$ cat config.mk
export PLATFORM = sky130hd
export DESIGN_NAME = inert_seq_ctrl
export DESIGN_NICKNAME = d
export VERILOG_FILES = /design/src/rtl/inert_seq_ctrl.sv
export SDC_FILE = /design/constraint.sdc
export NUM_CORES = 1
export LEC_CHECK = 0
export BUFFER_PORTS_ARGS = -buffer_cell sky130_fd_sc_hd__buf_2
export CAP_MARGIN = 15
export CORE_MARGIN = 3
export CORE_UTILIZATION = 57
export CTS_BUF_LIST = sky130_fd_sc_hd__clkbuf_4
export CTS_CLUSTER_SIZE = 12
export DETAILED_ROUTE_END_ITERATION = 10
export PLACE_DENSITY = 0.84
export SKIP_CTS_REPAIR_TIMING = 1
export SLEW_MARGIN = 20
export SYNTH_ARGS = -nofsm -noshare
export SYNTH_HDL_FRONTEND = slang
export SYNTH_SLANG_ARGS = --single-unit
$ cat constraint.sdc
create_clock -name clk -period 3.4 [get_ports clk]
set_input_delay 0.34 -clock clk [delete_from_list [all_inputs] [get_ports clk]]
set_output_delay 0.34 -clock clk [all_outputs]
set_load 0.01 [all_outputs]
$ cat src/rtl/inert_seq_ctrl.sv
// Sequencer between the SPI master and the pitch integrator: configures the
// inertial sensor after reset, then reads pitch-rate / Z-accel byte pairs per data-ready.
module inert_seq_ctrl #(
    parameter int INIT_CNT_W = 16
) (
    input  logic        clk,
    input  logic        rst,
    input  logic        INT,
    input  logic        done,
    input  logic [15:0] rd_data,
    output logic        wrt,
    output logic [15:0] cmd,
    output logic        vld,
    output logic [15:0] ptch_rt,
    output logic [15:0] AZ
);

    typedef enum logic [3:0] {
        INIT_WAIT,
        CFG0,
        CFG1,
        CFG2,
        CFG3,
        IDLE,
        RD_PL,
        RD_PH,
        RD_AL,
        RD_AH
    } state_t;

    state_t                  state_q, state_d;
    logic [INIT_CNT_W-1:0]   cnt_q, cnt_d;
    logic                    int_ff1_q, int_s_q;
    logic                    wrt_q, wrt_d;
    logic [15:0]             cmd_q, cmd_d;
    logic                    vld_q, vld_d;
    logic [15:0]             ptch_q, ptch_d;
    logic [15:0]             az_q, az_d;
    logic [7:0]              pl_q, pl_d;
    logic [7:0]              ph_q, ph_d;
    logic [7:0]              al_q, al_d;
    logic                    unused_rd_hi;

    assign unused_rd_hi = ^rd_data[15:8];

    always_comb begin
        state_d = state_q;
        cnt_d   = cnt_q;
        wrt_d   = 1'b0;
        cmd_d   = cmd_q;
        vld_d   = 1'b0;
        ptch_d  = ptch_q;
        az_d    = az_q;
        pl_d    = pl_q;
        ph_d    = ph_q;
        al_d    = al_q;

        // Every done-driven transition issues the next command on the same edge.
        case (state_q)
            INIT_WAIT: begin
                cnt_d = cnt_q + INIT_CNT_W'(1);
                if (&cnt_q) begin
                    state_d = CFG0;
                    wrt_d   = 1'b1;
                    cmd_d   = 16'h0D02;
                end
            end
            CFG0: if (done) begin
                state_d = CFG1;
                wrt_d   = 1'b1;
                cmd_d   = 16'h1053;
            end
            CFG1: if (done) begin
                state_d = CFG2;
                wrt_d   = 1'b1;
                cmd_d   = 16'h1150;
            end
            CFG2: if (done) begin
                state_d = CFG3;
                wrt_d   = 1'b1;
                cmd_d   = 16'h1460;
            end
            CFG3: if (done) begin
                state_d = IDLE;
            end
            IDLE: if (int_s_q) begin
                state_d = RD_PL;
                wrt_d   = 1'b1;
                cmd_d   = 16'hA200;
            end
            RD_PL: if (done) begin
                pl_d    = rd_data[7:0];
                state_d = RD_PH;
                wrt_d   = 1'b1;
                cmd_d   = 16'hA300;
            end
            RD_PH: if (done) begin
                ph_d    = rd_data[7:0];
                state_d = RD_AL;
                wrt_d   = 1'b1;
                cmd_d   = 16'hAC00;
            end
            RD_AL: if (done) begin
                al_d    = rd_data[7:0];
                state_d = RD_AH;
                wrt_d   = 1'b1;
                cmd_d   = 16'hAD00;
            end
            RD_AH: if (done) begin
                ptch_d  = {ph_q, pl_q};
                az_d    = {rd_data[7:0], al_q};
                vld_d   = 1'b1;
                state_d = IDLE;
            end
            default: state_d = INIT_WAIT;
        endcase
    end

    always_ff @(posedge clk or posedge rst) begin
        if (rst) begin
            state_q   <= INIT_WAIT;
            cnt_q     <= '0;
            int_ff1_q <= 1'b0;
            int_s_q   <= 1'b0;
            wrt_q     <= 1'b0;
            cmd_q     <= 16'h0000;
            vld_q     <= 1'b0;
            ptch_q    <= 16'h0000;
            az_q      <= 16'h0000;
            pl_q      <= 8'h00;
            ph_q      <= 8'h00;
            al_q      <= 8'h00;
        end else begin
            state_q   <= state_d;
            cnt_q     <= cnt_d;
            int_ff1_q <= INT;
            int_s_q   <= int_ff1_q;
            wrt_q     <= wrt_d;
            cmd_q     <= cmd_d;
            vld_q     <= vld_d;
            ptch_q    <= ptch_d;
            az_q      <= az_d;
            pl_q      <= pl_d;
            ph_q      <= ph_d;
            al_q      <= al_d;
        end
    end

    assign wrt     = wrt_q;
    assign cmd     = cmd_q;
    assign vld     = vld_q;
    assign ptch_rt = ptch_q;
    assign AZ      = az_q;

endmodule

==> results of run 1 <==
## sequential cells by signal (all words and copies together) (netlist names)
| signal | cells |
|---|---|
| AZ | 16 |
| cnt_q | 16 |
| ptch_rt | 16 |
| cmd | 10 |
| al_q | 8 |
| ph_q | 8 |
| pl_q | 8 |
| state_q | 4 |
| int_ff1_q | 1 |
| int_s_q | 1 |
| vld | 1 |
| wrt | 1 |
## synth_stat cells (3+ instances only)
library cell	number	share of area [%]
buf_2	3	0.40
clkbuf_1	5	0.50
nand3_2	3	0.80
a21oi_1	3	0.40
and3_1	7	1.2
nand2b_1	5	0.83
mux2_2	59	18
dfrtp_1	90	60
nor2_1	4	0.40
nand2_1	11	1.1
mux2_1	7	2.1
inv_1	5	0.50
xnor2_1	11	2.6
xor2_1	6	1.4
buf_4	9	1.8
nor3_1	4	0.53
mux2i_1	3	0.80
o21ai_0	3	0.40
nand3_1	6	0.80
## cells by family (layout without fill, tap and decap cells)
logic type               Yosys count  count (layout)  synth area share, %
flip-flops                        90              90                 59.7
multiplexers                      69              69                 20.5
AND/OR/NAND/NOR                   56              56                 9.45
other                              1               4               0.0993
XOR/XNOR                          17              17                 3.94
AO/OA/AOI/OAI                     14              14                 2.25
adder cells (fa/ha/maj)            1               1                0.331
buffers and inverters             24              83                 3.78
## critical path: cells and delay by family (launching register included)
family	cells	cell delay, ps
DFF	1	650
AOI/OAI and AO/OA	1	210
and+or+nand+nor	2	1050
muxes	1	390
## worst min-delay path by stage
stage	endpoint	slack, ps
after floorplan	int_s_q	330
after global placement	int_s_q	360
after detailed placement	int_s_q	370
after CTS	ptch_rt[3]	-40
after global routing	al_q[4]	150
final	al_q[4]	190
## per-stage QoR
step	setup WS, ps	std cells	area, um2	hold WS [ps]
finish	992	411	4210	186
global route	811	411	4210	152
CTS	990	409	4190	-39.6
detailed placement	1010	393	4070	368
global placement	1060	393	4070	363
floorplan	725	275	3790	331
## layer usage
layer / global-route usage [%] / vias to the layer above
met5: 0 / -
met4: 4.18 / 0
met3: 6.43 / 4
met2: 31.4 / 45
met1: 23.5 / 1127
li1: - / 1057
## power by group
group / internal [mW] / switching (mW)
clock network: 0.166 / 0.375
registers: 1.08 / 0.00280
logic: 0.0127 / 0.0302
total: 1.26 / 0.408
## final cells by class
cell class | instances | area [um2]
Fill cell | 493 | 2170
Timing Repair Buffer | 62 | 328
Sequential cell | 90 | 2250
Multi-Input combinational cell | 161 | 1390
Tap cell | 77 | 96.3
Clock buffer | 10 | 75.1
Clock inverter | 6 | 48.8
Inverter | 5 | 20.0
==> flow_metrics.tcl, run 1 <==
set metrics [dict create \
    status "finished clean" \
    hp-class "in2reg" \
    power_mw 1.66 \
    route.met2.wl_um 3330 \
    cts.clk_slew.worst_paths_ps 150 \
    met3_length_um 337 \
    reg2reg_from "state_q[0]" \
    num_io_pins 70 \
    grt_pass1_vias 2283 \
    crit_required_ps 3720 \
    grt_overflow_total 0 \
    drc 0 \
    dieArea_mm2 0.00764 \
    dp_hpwl_um 4460 \
    ant_nets 0 \
    highest_layer "met4" \
    hold_viol 0 \
    num_vias 2233 \
    tightest_slew_ps 826 \
    drive_gt1_share_pct 44.0 \
    clockBufferDepth 2 \
    drv_slew 0 \
    min_period_ps 2410 \
    syn_avg_cell_area_um2 13.9 \
    relSlewSlack_pct 44.6 \
    min_path_cells 2 \
    wire_per_inst_um 15.5 \
    grt_max_degree 42 \
    critPathSlowestCell "dfrtp_1" \
    ir_drop_v 0.000339 \
    power_leakage_nw 2.24 \
    cts_sinks 90 \
    gp_congestion 0.809 \
    synth-seq-cells 90 \
    nets 350 \
    crit_fanout 17 \
    synth_flop_cell "dfrtp_1" \
    htreeDepth 3 \
    setup_viol 0 \
    drt_iter0_drc 87 \
    grt_pass1_wl_um 11000 \
    postLayoutCoreUtil_pct 65.9 \
    routed_via_density 5.43 \
    timing.rr.end "cmd[13]" \
    synth_edf_count 0 \
    clock-root-buffer "clkbuf_4" \
    grt_use_total_pct 18.7 \
    crit_arrival_ps 2720 \
    antenna_found_initial 0 \
    firstDrtPassIters 4 \
    syn_to_final_growth_pct 11.6 \
    die_h_um 87.4 \
    synthCells 272 \
    synth-async-reset-ratio_pct 100 \
    cp-start-kind "flip-flop" \
    setup_tns_ps 0 \
    rows 29 \
    wl_um 6380 \
    skew_ps 9.74 \
    reg2reg_depth 4 \
    power.density_mw_per_mm2 395 \
    max_freq_mhz 415 \
    max_cap_viol_count 0 \
    n_antenna_cell 0 \
    rsz0062_at_grt "false" \
    startpoint "state_q[0]" \
    rrSetupSlack_ps 990 \
    ys_warn_count 0 \
    core_area_mm2 0.00639 \
    port_buffers 57 \
    hp-start "rd_data[4]" \
    slowest_delay_ps 650 \
    cp-end-kind "flip-flop" \
    seq_area_frac_synth_pct 59.7 \
    cts_tree "built" \
    synth.distinct_cells 40 \
    initial_core_util_pct 59.1 \
    critPathKind "reg2reg" \
    final_cell_mix "dfrtp_1 (90), mux2_2 (59), buf_2 (57), nand2_1 (11), xnor2_1 (11)" \
    worstSkewPairLatency_ps 420 \
    cts_buffers 9 \
    timing.final.crit_share_pct 70.8 \
    synth_area_mm2 0.00377 \
    final_common_cell "dfrtp_1" \
    die_w_um 87.4 \
    met1Wirelength_um 2690 \
    crit_end "cmd[13]" \
    path_cells "nor4_4 -> o21ai_1 -> nand3_1 -> mux2_2" \
]
(Power assumes the default switching activity.)
==> run 2: changes to the inputs <==
--- a/config.mk
+++ b/config.mk
@@ -5,14 +5,15 @@
 export SDC_FILE = /design/constraint.sdc
 export NUM_CORES = 1
 export LEC_CHECK = 0
+export ABC_AREA = 1
 export BUFFER_PORTS_ARGS = -buffer_cell sky130_fd_sc_hd__buf_2
 export CAP_MARGIN = 15
 export CORE_MARGIN = 3
-export CORE_UTILIZATION = 57
+export CORE_UTILIZATION = 52
 export CTS_BUF_LIST = sky130_fd_sc_hd__clkbuf_4
 export CTS_CLUSTER_SIZE = 12
 export DETAILED_ROUTE_END_ITERATION = 10
-export PLACE_DENSITY = 0.84
+export PLACE_DENSITY = 0.8
 export SKIP_CTS_REPAIR_TIMING = 1
 export SLEW_MARGIN = 20
 export SYNTH_ARGS = -nofsm -noshare
==> constraint.sdc (replaced) <==
create_clock -name clk -period 2.2 [get_ports clk]
set_input_delay 0.22 -clock clk [delete_from_list [all_inputs] [get_ports clk]]
set_output_delay 0.22 -clock clk [all_outputs]
set_load 0.01 [all_outputs]
==> run 2 against run 1 <==
Core utilization is 3.6 points lower; first-iteration DRC count is 87% higher; sequential power is 55% higher; synthesized cell count is 61% higher; fmax is 31% higher; combinational power is 100% higher; clock-buffer cell count is 1 lower; final area is 3.8% higher; global-route usage is 0.47 points higher; hold slack worse by 130 ps; highest routed layer unchanged.
==> flow_metrics.tcl, run 2 <==
set metrics [dict create \
    final_cell_mix "nand2_1 (182), dfrtp_1 (90), buf_2 (57), inv_1 (25), o21ai_0 (25)" \
    path_cells "ha_1 -> inv_1 -> nor2_1 -> nand2_1 -> nor2_1 -> nand2_1 -> nand3_2 -> nand2_1 -> nand2_1" \
    dp_hpwl_um 5220 \
    hp-class "in2reg" \
    cts_tree "built" \
    clockBufferDepth 2 \
    ant_nets 0 \
    tightest_slew_ps 728 \
    synth.distinct_cells 27 \
    skew_ps 16.8 \
    min_to "AZ[8]" \
    port_buffers 57 \
    cp_common_cell "nand2_1" \
    relSlewSlack_pct 51.4 \
    ys_warn_count 0 \
    critPathKind "reg2reg" \
    firstDrtPassIters 4 \
    die_w_um 92.6 \
    gp_congestion 0.899 \
    synth-async-reset-ratio_pct 100 \
    crit_required_ps 2590 \
    final_common_cell "nand2_1" \
    use_met3_pct 4.06 \
    ir_drop_v 0.000220 \
    cts.clk_slew.worst_paths_ps 160 \
    timing.final.crit_share_pct 83.8 \
    antenna_found_initial 0 \
    rsz0062_at_grt "false" \
    synth_flop_cell "dfrtp_1" \
    power_leakage_nw 2.45 \
    wl_um 7450 \
    num_io_pins 70 \
    synth_area_mm2 0.00390 \
    dieArea_mm2 0.00857 \
    core_area_mm2 0.00702 \
    dpl_cell_area_mm2 0.00422 \
    setup_viol 0 \
    cp-start-kind "flip-flop" \
    nets 515 \
    synth-seq-cells 90 \
    timing.rr.end "cmd[13]" \
    seq_area_frac_synth_pct 57.7 \
    syn_to_final_growth_pct 12.1 \
    max_cap_viol_count 0 \
    grt_use_total_pct 19.2 \
    yosys-top-cells-area "dfrtp_1 (58%), nand2_1 (18%), o21ai_0 (3.2%)" \
    critPathBufInv 1 \
    die_h_um 92.6 \
    rows 30 \
    drv_slew 0 \
    use_met2_pct 30.2 \
    cts_buffers 9 \
    postLayoutCoreUtil_pct 62.3 \
    power.density_mw_per_mm2 605 \
    routed_via_density 4.97 \
    hold_viol 0 \
    grt_pass1_wl_um 13100 \
    netlist_top_cells_count "nand2_1 (182), dfrtp_1 (90), inv_1 (26)" \
    max_freq_mhz 542 \
    setup_tns_ps 0 \
    worstSkewPairLatency_ps 460 \
    min_period_ps 1840 \
    crit_family "simple AND/OR/NAND/NOR gates" \
    cts_sinks 90 \
    final_area_mm2 0.00437 \
    slowest_delay_ps 410 \
    drt_iter0_drc 163 \
    synthCells 437 \
    nFillCells 609 \
    drc 0 \
    crit_arrival_ps 2240 \
    yosysMostFrequentCell "nand2_1" \
    status "finished clean" \
    syn_avg_cell_area_um2 8.92 \
    min_path_cells 3 \
    reg2reg_from "cnt_q[0]" \
    drive_gt1_share_pct 20.4 \
    cp-end-kind "flip-flop" \
    hp-start "rd_data[0]" \
    grt_pass1_vias 2806 \
    yosysTopAreaCell "dfrtp_1" \
    multi_input_area_mm2 0.00140 \
    grt.busiest_layer "met2" \
    num_vias 2959 \
    grt_max_degree 91 \
    regArea_mm2 0.00225 \
    use_met1_pct 26.1 \
    wire_per_inst_um 12.5 \
    grt_overflow_total 0 \
    reg2reg_depth 9 \
    htreeDepth 3 \
    crit_fanout 12 \
    initial_core_util_pct 55.6 \
    n_antenna_cell 0 \
    clock-root-buffer "clkbuf_4" \
    critPathSlowestCell "dfrtp_1" \
    synth_edf_count 0 \
    synth_top_area_share_pct 57.7 \
    rrSetupSlack_ps 360 \
    whs_ps 55.9 \
]
-- run 2: cell type report --
class / count / share of cell area (%)
Inverter: 32 / 2.83
Clock inverter: 7 / 1.57
Multi-Input combinational cell: 299 / 32.0
Clock buffer: 9 / 1.55
Tap cell: 96 / 2.75
Sequential cell: 90 / 51.5
Timing Repair Buffer: 62 / 7.78
-- run 2: how the worst max path moves through the flow --
| stage | from | end | cells after the start |
|---|---|---|---|
| floorplan | cnt_q[0] | state_q[1] | 10 |
| global placement | cnt_q[0] | state_q[1] | 9 |
| detailed placement | cnt_q[0] | cmd[11] | 9 |
| CTS | cnt_q[0] | cmd[11] | 9 |
| global route | cnt_q[0] | cmd[13] | 9 |
| finish | cnt_q[0] | cmd[13] | 9 |
-- run 2: metal layers --
layer	share of wire [%]	wire, um	vias to the layer above
met5	0	0	-
met4	1.9	143	0
met2	47	3540	62
li1	-	-	1475
met3	4.9	362	14
met1	46	3410	1408
-- run 2: cells by family after synthesis --
| kind of cell | after synthesis | synth area share [%] |
|---|---|---|
| fa+ha+maj | 1 | 0.321 |
| xor+xnor | 12 | 2.69 |
| simple gates | 245 | 27.0 |
| other cells | 1 | 0.0962 |
| compound gates | 37 | 5.52 |
| flops | 90 | 57.7 |
| buf+inv | 51 | 6.64 |
-- run 2: power by group --
group	internal [mW]	total (mW)	switching (mW)
Clock	0.267	0.888	0.621
Combinational	0.0245	0.0876	0.0631
Sequential	1.66	1.67	0.00430
-- run 2: metrics by stage --
stage | setup slack [ps] | instances | power [mW]
2_1_floorplan | 726 | 440 | 1.75
3_3_place_gp | 449 | 577 | 1.79
3_5_place_dp | 391 | 577 | 1.79
4_1_cts | 353 | 593 | 2.67
5_1_grt | 122 | 595 | 2.77
6_report | 355 | 595 | 2.64
-- run 2: worst min-delay path, stage by stage --
cell and delay (ps):
buf_2 100, inv_1 100, o21ai_2 70
